### src/rtl/gc_refresh_ctrl_if.sv
// Signal bundle between the refresh controller, its user port and the two gain-cell wrappers.
// The master view is the controller; the slave view is its environment (user side and wrappers).
interface gc_refresh_ctrl_if #(
   parameter int unsigned ADDR_W = 7,
   parameter int unsigned DATA_W = 64
);
   logic              user_req;
   logic              user_we;
   logic [ADDR_W-1:0] user_addr;
   logic [DATA_W-1:0] user_wdata;
   logic              user_ready;
   logic              user_rvalid;
   logic [DATA_W-1:0] user_rdata;
   logic              force_ref;
   logic              u_we_current;
   logic              u_we_old;
   logic              u_re_current;
   logic              u_re_old;
   logic [ADDR_W-1:0] u_write_addr;
   logic [ADDR_W-1:0] u_read_addr;
   logic [DATA_W-1:0] u_data_in;
   logic              ref_en_old;
   logic              ref_en_current;
   logic              start_SR;
   logic              ref_done;
   logic [DATA_W-1:0] rd_current;
   logic [DATA_W-1:0] rd_old;
   logic              bank_sel;
   logic              ref_busy;
   logic              ref_err;

   modport master (
      input  user_req, user_we, user_addr, user_wdata, force_ref, ref_done, rd_current, rd_old,
      output user_ready, user_rvalid, user_rdata, u_we_current, u_we_old, u_re_current,
             u_re_old, u_write_addr, u_read_addr, u_data_in, ref_en_old, ref_en_current,
             start_SR, bank_sel, ref_busy, ref_err
   );

   modport slave (
      output user_req, user_we, user_addr, user_wdata, force_ref, ref_done, rd_current, rd_old,
      input  user_ready, user_rvalid, user_rdata, u_we_current, u_we_old, u_re_current,
             u_re_old, u_write_addr, u_read_addr, u_data_in, ref_en_old, ref_en_current,
             start_SR, bank_sel, ref_busy, ref_err
   );
endinterface

### src/rtl/gc_refresh_ctrl.sv
// Copy-refresh controller for two role-swapping gain-cell banks; arbitrates a user port
// against periodic refresh so that refresh is hidden behind a short drain/start bubble.
module gc_refresh_ctrl #(
   parameter int unsigned ADDR_W     = 7,
   parameter int unsigned DATA_W     = 64,
   parameter int unsigned DEPTH      = 128,
   parameter int unsigned REF_PERIOD = 1000,
   parameter int unsigned RD_LAT     = 1,
   parameter int unsigned TO_MARGIN  = 8
) (
   input logic               clk,
   input logic               rst_n,
   gc_refresh_ctrl_if.master bus
);
   localparam int unsigned TimerW = $clog2(REF_PERIOD + 1);
   localparam int unsigned RowW   = $clog2(DEPTH + TO_MARGIN + 1);
   localparam logic [TimerW-1:0] TimerLast = TimerW'(REF_PERIOD - 1);
   localparam logic [RowW-1:0]   RowLast   = RowW'(DEPTH + TO_MARGIN - 1);

   typedef enum logic [2:0] {StIdle, StDrain, StStart, StRefresh, StDone} state_e;

   state_e            state_q;
   logic [TimerW-1:0] timer_q;
   logic [RowW-1:0]   row_q;
   logic              ready_q;
   logic              start_sr_q;
   logic              bank_sel_q;
   logic              ref_en_q;
   logic              ref_busy_q;
   logic              ref_err_q;

   logic              we_cur_q;
   logic              we_old_q;
   logic              re_cur_q;
   logic              re_old_q;
   logic [ADDR_W-1:0] waddr_q;
   logic [ADDR_W-1:0] raddr_q;
   logic [DATA_W-1:0] wdata_q;
   logic [RD_LAT+1:0] rd_vld_q;
   logic [RD_LAT+1:0] rd_tag_q;
   logic              rvalid_q;
   logic [DATA_W-1:0] rdata_q;

   logic              in_ref;
   logic              ready;
   logic              acc_wr;
   logic              acc_rd;
   logic              in_flight;
   logic              expire;
   logic [TimerW-1:0] timer_inc;
   logic [RowW-1:0]   row_inc;

   assign in_ref    = (state_q == StRefresh);
   // force_ref must block the request in the very cycle it is seen, so it bypasses ready_q.
   assign ready     = ready_q & ~((state_q == StIdle) & bus.force_ref);
   assign acc_wr    = bus.user_req & ready & bus.user_we;
   assign acc_rd    = bus.user_req & ready & ~bus.user_we;
   assign in_flight = |rd_vld_q;
   assign expire    = (timer_q == TimerLast) | bus.force_ref;
   assign timer_inc = timer_q + TimerW'(1);
   assign row_inc   = row_q + RowW'(1);

   always_ff @(posedge clk or negedge rst_n) begin
      if (!rst_n) begin
         state_q    <= StIdle;
         timer_q    <= '0;
         row_q      <= '0;
         ready_q    <= 1'b0;
         start_sr_q <= 1'b0;
         bank_sel_q <= 1'b0;
         ref_en_q   <= 1'b0;
         ref_busy_q <= 1'b0;
         ref_err_q  <= 1'b0;
      end else begin
         start_sr_q <= 1'b0;
         unique case (state_q)
            StIdle: begin
               if (expire) begin
                  state_q <= StDrain;
                  ready_q <= 1'b0;
               end else begin
                  timer_q <= timer_inc;
                  ready_q <= (timer_inc != TimerLast);
               end
            end
            StDrain: begin
               if (!in_flight) begin
                  state_q    <= StStart;
                  start_sr_q <= 1'b1;
                  bank_sel_q <= ~bank_sel_q;
                  ref_en_q   <= 1'b1;
                  ref_busy_q <= 1'b1;
                  row_q      <= '0;
               end
            end
            StStart: begin
               state_q <= StRefresh;
               ready_q <= 1'b1;
            end
            StRefresh: begin
               row_q <= row_inc;
               if (bus.ref_done || (row_q == RowLast)) begin
                  state_q  <= StDone;
                  ready_q  <= 1'b0;
                  ref_en_q <= 1'b0;
                  // Timeout: the new current bank is incomplete, so fall back to the old one.
                  if (!bus.ref_done) begin
                     ref_err_q  <= 1'b1;
                     bank_sel_q <= ~bank_sel_q;
                  end
               end
            end
            StDone: begin
               state_q    <= StIdle;
               timer_q    <= '0;
               ready_q    <= 1'b1;
               ref_busy_q <= 1'b0;
            end
            default: state_q <= StIdle;
         endcase
      end
   end

   always_ff @(posedge clk or negedge rst_n) begin
      if (!rst_n) begin
         we_cur_q <= 1'b0;
         we_old_q <= 1'b0;
         re_cur_q <= 1'b0;
         re_old_q <= 1'b0;
         waddr_q  <= '0;
         raddr_q  <= '0;
         wdata_q  <= '0;
         rd_vld_q <= '0;
         rd_tag_q <= '0;
         rvalid_q <= 1'b0;
         rdata_q  <= '0;
      end else begin
         // During refresh writes hit both roles and reads come from the complete source bank.
         we_cur_q <= acc_wr;
         we_old_q <= acc_wr & in_ref;
         re_cur_q <= acc_rd & ~in_ref;
         re_old_q <= acc_rd & in_ref;
         if (acc_wr) begin
            waddr_q <= bus.user_addr;
            wdata_q <= bus.user_wdata;
         end
         if (acc_rd) begin
            raddr_q <= bus.user_addr;
         end
         rd_vld_q <= {rd_vld_q[RD_LAT:0], acc_rd};
         rd_tag_q <= {rd_tag_q[RD_LAT:0], in_ref};
         rvalid_q <= rd_vld_q[RD_LAT+1];
         if (rd_vld_q[RD_LAT+1]) begin
            rdata_q <= rd_tag_q[RD_LAT+1] ? bus.rd_old : bus.rd_current;
         end
      end
   end

   assign bus.user_ready     = ready;
   assign bus.user_rvalid    = rvalid_q;
   assign bus.user_rdata     = rdata_q;
   assign bus.u_we_current   = we_cur_q;
   assign bus.u_we_old       = we_old_q;
   assign bus.u_re_current   = re_cur_q;
   assign bus.u_re_old       = re_old_q;
   assign bus.u_write_addr   = waddr_q;
   assign bus.u_read_addr    = raddr_q;
   assign bus.u_data_in      = wdata_q;
   assign bus.ref_en_old     = ref_en_q;
   assign bus.ref_en_current = ref_en_q;
   assign bus.start_SR       = start_sr_q;
   assign bus.bank_sel       = bank_sel_q;
   assign bus.ref_busy       = ref_busy_q;
   assign bus.ref_err        = ref_err_q;
endmodule

### src/flat_wrapper.sv
// flat-port wrapper written by rule: the top's interface ports become plain ports
module gc_refresh_ctrl_flat 
#(
   parameter int unsigned ADDR_W     = 7,
   parameter int unsigned DATA_W     = 64,
   parameter int unsigned DEPTH      = 128,
   parameter int unsigned REF_PERIOD = 1000,
   parameter int unsigned RD_LAT     = 1,
   parameter int unsigned TO_MARGIN  = 8
)
  (clk, rst_n, bus_user_req, bus_user_we, bus_user_addr, bus_user_wdata, bus_force_ref, bus_ref_done, bus_rd_current, bus_rd_old, bus_user_ready, bus_user_rvalid, bus_user_rdata, bus_u_we_current, bus_u_we_old, bus_u_re_current, bus_u_re_old, bus_u_write_addr, bus_u_read_addr, bus_u_data_in, bus_ref_en_old, bus_ref_en_current, bus_start_SR, bus_bank_sel, bus_ref_busy, bus_ref_err);
  gc_refresh_ctrl_if #(.ADDR_W(ADDR_W), .DATA_W(DATA_W)) bus_i ();
  input logic clk;
  input logic rst_n;
  input wire logic [$bits(bus_i.user_req)-1:0] bus_user_req;
  input wire logic [$bits(bus_i.user_we)-1:0] bus_user_we;
  input wire logic [$bits(bus_i.user_addr)-1:0] bus_user_addr;
  input wire logic [$bits(bus_i.user_wdata)-1:0] bus_user_wdata;
  input wire logic [$bits(bus_i.force_ref)-1:0] bus_force_ref;
  input wire logic [$bits(bus_i.ref_done)-1:0] bus_ref_done;
  input wire logic [$bits(bus_i.rd_current)-1:0] bus_rd_current;
  input wire logic [$bits(bus_i.rd_old)-1:0] bus_rd_old;
  output wire logic [$bits(bus_i.user_ready)-1:0] bus_user_ready;
  output wire logic [$bits(bus_i.user_rvalid)-1:0] bus_user_rvalid;
  output wire logic [$bits(bus_i.user_rdata)-1:0] bus_user_rdata;
  output wire logic [$bits(bus_i.u_we_current)-1:0] bus_u_we_current;
  output wire logic [$bits(bus_i.u_we_old)-1:0] bus_u_we_old;
  output wire logic [$bits(bus_i.u_re_current)-1:0] bus_u_re_current;
  output wire logic [$bits(bus_i.u_re_old)-1:0] bus_u_re_old;
  output wire logic [$bits(bus_i.u_write_addr)-1:0] bus_u_write_addr;
  output wire logic [$bits(bus_i.u_read_addr)-1:0] bus_u_read_addr;
  output wire logic [$bits(bus_i.u_data_in)-1:0] bus_u_data_in;
  output wire logic [$bits(bus_i.ref_en_old)-1:0] bus_ref_en_old;
  output wire logic [$bits(bus_i.ref_en_current)-1:0] bus_ref_en_current;
  output wire logic [$bits(bus_i.start_SR)-1:0] bus_start_SR;
  output wire logic [$bits(bus_i.bank_sel)-1:0] bus_bank_sel;
  output wire logic [$bits(bus_i.ref_busy)-1:0] bus_ref_busy;
  output wire logic [$bits(bus_i.ref_err)-1:0] bus_ref_err;
  assign bus_i.user_req = bus_user_req;
  assign bus_i.user_we = bus_user_we;
  assign bus_i.user_addr = bus_user_addr;
  assign bus_i.user_wdata = bus_user_wdata;
  assign bus_i.force_ref = bus_force_ref;
  assign bus_i.ref_done = bus_ref_done;
  assign bus_i.rd_current = bus_rd_current;
  assign bus_i.rd_old = bus_rd_old;
  assign bus_user_ready = bus_i.user_ready;
  assign bus_user_rvalid = bus_i.user_rvalid;
  assign bus_user_rdata = bus_i.user_rdata;
  assign bus_u_we_current = bus_i.u_we_current;
  assign bus_u_we_old = bus_i.u_we_old;
  assign bus_u_re_current = bus_i.u_re_current;
  assign bus_u_re_old = bus_i.u_re_old;
  assign bus_u_write_addr = bus_i.u_write_addr;
  assign bus_u_read_addr = bus_i.u_read_addr;
  assign bus_u_data_in = bus_i.u_data_in;
  assign bus_ref_en_old = bus_i.ref_en_old;
  assign bus_ref_en_current = bus_i.ref_en_current;
  assign bus_start_SR = bus_i.start_SR;
  assign bus_bank_sel = bus_i.bank_sel;
  assign bus_ref_busy = bus_i.ref_busy;
  assign bus_ref_err = bus_i.ref_err;
  gc_refresh_ctrl #(.ADDR_W(ADDR_W), .DATA_W(DATA_W), .DEPTH(DEPTH), .REF_PERIOD(REF_PERIOD), .RD_LAT(RD_LAT), .TO_MARGIN(TO_MARGIN)) u_core (.clk(clk), .rst_n(rst_n), .bus(bus_i));
endmodule
### config.mk
export PLATFORM = sky130hd
export DESIGN_NAME = gc_refresh_ctrl_flat
export DESIGN_NICKNAME = d
export VERILOG_FILES = /design/src/rtl/gc_refresh_ctrl_if.sv /design/src/rtl/gc_refresh_ctrl.sv /design/src/flat_wrapper.sv
export SDC_FILE = /design/constraint.sdc
export NUM_CORES = 1
export LEC_CHECK = 0
export ABC_AREA = 0
export BUFFER_PORTS_ARGS = -buffer_cell sky130_fd_sc_hd__buf_4
export CAP_MARGIN = 40
export CORE_AREA = 2 2 139 141
export DETAILED_ROUTE_END_ITERATION = 7
export DIE_AREA = 0 0 141 143
export PLACE_DENSITY_LB_ADDON = 0.1
export SLEW_MARGIN = 20
export SYNTH_ARGS = -nofsm -noshare
export SYNTH_HDL_FRONTEND = slang
export SYNTH_SLANG_ARGS = --single-unit
### constraint.sdc
create_clock -name clk -period 4.4 [get_ports clk]
set_input_delay 0.44 -clock clk [delete_from_list [all_inputs] [get_ports clk]]
set_output_delay 0.44 -clock clk [all_outputs]
set_load 0.01 [all_outputs]
== Word-level counts from Yosys, hierarchy flattened ==
Cells that the tools add are included.

* Add/subtract/negate cells: 2
* Eq/ne operators: 12
* Multiplexer cells: 21
* Bitwise operators: 14
* Reductions and logical operators: 16

{| class="wikitable"
|+ Operator list
! kind !! number
|-
| $mux 64 || 1
|-
| $pmux 10 s2 || 1
|-
| $pmux 8 s2 || 1
|-
| $pmux 3 s4 || 1
|-
| $add 10x1->10 const B || 1
|-
| $eq 10x10->1 const B || 1
|-
| $mux 10 || 1
|-
| $ne 10x10->1 const B || 1
|-
| $mux 3 || 3
|-
| $reduce_and 3->1 || 3
|-
| $add 8x1->8 const B || 1
|-
| $and 1x1->1 || 8
|-
| $eq 8x8->1 const B || 1
|-
| $mux 1 || 8
|-
| $mux 8 || 1
|-
| $ne 2x2->1 const B || 4
|-
| $reduce_and 2->1 || 4
|-
| $eq 3x2->1 const B || 2
|-
| $pmux 1 s2 || 3
|-
| $reduce_bool 2->1 || 3
|-
| $not 1->1 || 5
|-
| $reduce_and 4->1 || 1
|-
| $eq 3x1->1 const B || 1
|-
| $eq 3x3->1 const B || 1
|-
| 8 further kinds || 8
|}

* Register bits: 180
* Input bits: 205
* Output and inout bits: 154

== Logic depth before layout (Yosys ltp) ==
* Depth in word-level cells: 7
* Mapped depth: 6
* Mapped depth without buffers: 5

== Worst setup path after synthesis ==
OpenSTA, ideal clock, no wires.

* Path kind: register to register
* Start point: register u_core.timer_q[1]
* End point: register u_core.timer_q[7]
* Library setup time: 0.090 ns
* Arrival: 1.819 ns
* Setup slack: 2.490 ns
* Stages on the path, launching flop included: 6
* Buffers on the path: 0
* Period minus slack after synthesis: 1.910 ns
* Cell sequence: dfrtp_1 ha_1 and4bb_2 a311o_1 or4_1 o221ai_1

* Word-level cells in the longest chain between the ends: 4
* Elaborated cells between the ends (all ways): 7

{| class="wikitable"
|+ Ends and longest elaborated chain
! element !! RTL line !! text
|-
| start, declared || gc_refresh_ctrl.sv:23 || <nowiki>logic [TimerW-1:0] timer_q;</nowiki>
|-
| start signal, assigned || gc_refresh_ctrl.sv:82 || <nowiki>timer_q <= timer_inc;</nowiki>
|-
| parallel branches: the longest is 4 deep, another holds $add 10x1->10 || -- ||
|}

Several ways; the timed one is not identified. The select of a mux whose other input is x is not followed.
A chain may end at the register's enable or synchronous reset.

== Worst setup path after layout ==
* Start point: register u_core.state_q[1]
* End point: register u_core.wdata_q[22] (netlist: u_core.bus.u_data_in[22])

* Word-level cells in the longest chain between the ends: 6

{| class="wikitable"
|+ Ends and longest elaborated chain
! element !! RTL line !! text
|-
| start, declared || gc_refresh_ctrl.sv:22 || <nowiki>state_e state_q;</nowiki>
|-
| start signal, assigned || gc_refresh_ctrl.sv:65 || <nowiki>state_q <= StIdle;</nowiki>
|-
| start signal, assigned || gc_refresh_ctrl.sv:79 || <nowiki>state_q <= StDrain;</nowiki>
|-
| start signal, assigned || gc_refresh_ctrl.sv:88 || <nowiki>state_q <= StStart;</nowiki>
|-
| $logic_not 3->1 || gc_refresh_ctrl.sv:55 || <nowiki>assign ready = ready_q & ~((state_q == StIdle) & bus.force_ref);</nowiki>
|-
| $and 1x1->1 || gc_refresh_ctrl.sv:55 ||
|-
| $not 1->1 || gc_refresh_ctrl.sv:55 ||
|-
| $and 1x1->1 || gc_refresh_ctrl.sv:55 ||
|-
| $and 1x1->1 (2 in a row) || gc_refresh_ctrl.sv:56 || <nowiki>assign acc_wr = bus.user_req & ready & bus.user_we;</nowiki>
|-
| end signal, assigned || gc_refresh_ctrl.sv:145 || <nowiki>wdata_q <= bus.user_wdata;</nowiki>
|-
| end, declared || gc_refresh_ctrl.sv:38 || <nowiki>logic [DATA_W-1:0] wdata_q;</nowiki>
|}

No other way between the ends.

==> impl_results.md <==
- Status: completed
- Fillers: 1573
- Crit path from: u_core.state_q[1]
- Via/cell ratio: 4.89
- Crit-path cells: nor3_1, a21oi_1, nand2_2, buf_16, buf_4, mux2_2
- Port bufs: 358
- Overall Global Routing Usage: 21.2%
- Layout cells sized above 1: 48.6%
- PD cells: 689 nW/um^2
- DRT iter0 DRCs: 229
- CP max FO: 22
- TritonRoute pass-1 iters: 4
- CTS tree: done
- Worst-skew pair later-pin latency: 0.42 ns
- Grt ovf: 0
- Dominant cells by area after synthesis: dfrtp_1 60%, mux2_2 12%, mux2i_1 8.7%
- Net count after synthesis: 834
- FF-to-FF Start: u_core.state_q[1]
- Max Root-Sink Buffers: 2
- WP data arrival: 2.63 ns
- Number of global-route vias before repair: 5880
- Design area: 11200 um^2
- Nets: 1186
- Post-CTS Setup Bufs: 0
- Critical Path RT: 4.71 ns
- RSZ-0062 raised after global routing: no
- Area after DPL: 10500 um^2
- CP Buf/Inv Count: 2
- Maximum vdd ir drop: 0.391 mV
- Initial antenna violation count: 0
- Post-layout min period: 2.32 ns
- Setup-failing EPs final: 0
- DR top layer: met4
- Final HPWL DP: 16.5 mm
- Drt wl/cell: 17.5 um
- # resized after CTS: 0
- Mapped cell area: 7560 um^2
- Max incr delay on CP: 0.45 ns
- Crit start category: flip-flop
- Cells after Synth: 626
- Slew Viols, Final: 0
- Met3 wire length: 1.36 mm
- P&R area growth vs syn: 47.7%
- Met2 wire length: 11.2 mm
- I/O Pins: 359
- Peak Freq: 0.432 GHz
- H-tree Lvls: 4
- Antenna-violating nets left: 0
- Die ar.: 20200 um^2
- Placed insts: 1192
- Max transition margin: 49.2%
- Critical path's top delay family: simple AND/OR/NAND/NOR gates
- Post-synthesis cell type count: 46
- Most frequent cell after synthesis: dfrtp_1
- Register area share after synthesis: 59.6%
- Top cell type's share of synthesized area: 59.6%
- Worst-Margin Slew: 0.763 ns
- Die Span Y: 143 um
- # DRC: 0
- Wl on met1: 8.43 mm
- Placer congestion estimate: 0.855
- Die X: 141 um
- Hold-fix buffers, CTS: 0
- Final hold slack: 0.0463 ns
- Ys Warns: 0
- Kind of critical path: flip-flop to flip-flop
- Final Hold Fails: 0
- Worst Setup End Kind: flip-flop
- Count of state elements after synthesis: 180
- CTS clock-pin slew for the worst setup and hold paths: 0.07 ns
- Post-Syn Area per Cell: 12.1 um^2
- Slowest stage cell, crit path: dfrtp_1
- Synth cell count leaders: 180 x dfrtp_1, 78 x mux2_2, 74 x nor2_1
- Post-synth EDFFs: 0
- Diodes inserted: 0
- Ys flop type: dfrtp_1
- DR vias: 5993
- Total wire length: 21.4 mm
- Largest net degree at the start of global routing: 83
- Clk sinks: 180
- Root Buffer: clkbuf_16
- Layout Skew: 0.00985 ns
- Initial Util: 40.7%
- Tcrit/Tclk final: 52.6%
- Leakage: 5.35 nW
- Row count: 50
- Max Cap Viol: 0
- Non-Filler Instances: 1225
- Worst Hold Class: input pin to asynchronous set/reset pin
- Core Area: 18600 um^2
- Cell taking the most area after synthesis: dfrtp_1
- Async SR Flop Fraction: 100%
- Setup TNS: 0 ns
- Total CTS buffers: 17
- First-pass GRT wire length: 32.7 mm
[cell type report]
| cell class | instances | area [um^2] | area share [%] |
|---|---|---|---|
| clock inverters | 13 | 220 | 1.97 |
| repair buffers | 367 | 2800 | 25.1 |
| flip-flops and latches | 180 | 4510 | 40.4 |
| well taps | 234 | 293 | 2.62 |
| clock buffers | 19 | 433 | 3.88 |
| inverters | 9 | 33.8 | 0.303 |
| multi-input cells | 403 | 2870 | 25.7 |
[layout by cell type (no fill, tap or decap), types with 2 or more instances in the layout]
cell         n
a211o_1      3
a21o_1       2
a21oi_1     71
a31oi_1      3
and2_1       2
and3_1       6
and4b_1      2
buf_16       2
buf_4      363
bufinv_16    5
clkbuf_1     2
clkbuf_16   17
dfrtp_1    178
dfrtp_4      2
ha_1         3
inv_1        8
inv_6        3
inv_8        2
mux2_2      78
mux2i_1     66
nand2_1     25
nand2b_1     3
nand3_1      8
nand4_1      3
nor2_1      74
nor2b_1      3
nor3_1       6
o21ai_0     18
o221ai_1     3
o22ai_1      2
o31ai_1      2
or3_1        3
[metal layers]
metal	global-route usage, %	up-vias
met2	37.2	196
li1	-	2915
met3	5.57	29
met4	7.42	0
met1	25.4	2853
met5	0	-
[path summary, 6_finish.rpt]
kind	endpoint	slack [ns]	depth (start not counted)
min in group clk	u_core.bus.ref_err	0.23	2
max	u_core.bus.u_data_in[22]	2.08	6
min	u_core.bus.user_rdata[10]	0.05	1
min reg2reg	u_core.rd_tag_q[2]	0.35	0
max reg2reg	u_core.bus.u_data_in[22]	2.08	6
max in group asynchronous	u_core.bus.u_data_in[29]	3.33	2
[kinds of logic after synthesis]
| family | Yosys count | synth area share, % |
|---|---|---|
| xor gates and xnor gates | 2 | 0.232 |
| and+or+nand+nor | 144 | 8.72 |
| adders and majority gates | 3 | 0.497 |
| muxes | 144 | 20.4 |
| AOI/OAI and AO/OA | 110 | 8.14 |
| buffers and inverters | 43 | 2.47 |
| DFF | 180 | 59.6 |
[flip-flops by register name (all words and copies together), names as in the netlist]
signal and flops:
u_core.bus.ref_err 1, u_core.bus.ref_en_current 1, u_core.bus.user_rvalid 1, u_core.bus.user_rdata 64, u_core.bus.u_we_old 1, u_core.ready_q 1, u_core.bus.start_SR 1, u_core.rd_vld_q 3
u_core.bus.ref_busy 1, u_core.bus.bank_sel 1, u_core.state_q 3, u_core.bus.u_data_in 64, u_core.bus.u_re_old 1, u_core.rd_tag_q 3, u_core.row_q 8, u_core.bus.u_re_current 1
u_core.timer_q 10, u_core.bus.u_write_addr 7, u_core.bus.u_read_addr 7, u_core.bus.u_we_current 1
[report_power, final]
group	internal [mW]	switching, mW	total (mW)
sequential	2.40	0.526	2.93
clock	1.02	0.659	1.68
combinational	1.66	1.42	3.08
[stage by stage]
stage | util [%] | total power, mW | setup slack [ns]
floorplan | - | 4.40 | 2.49
global placement | 56.2 | 6.01 | 1.90
detailed placement | 56.5 | 6.10 | 2.07
CTS | 60.0 | 7.79 | 2.07
global route | 60.1 | 8.16 | 1.91
finish | 60.1 | 7.69 | 2.08
(Power assumes the default switching activity.)
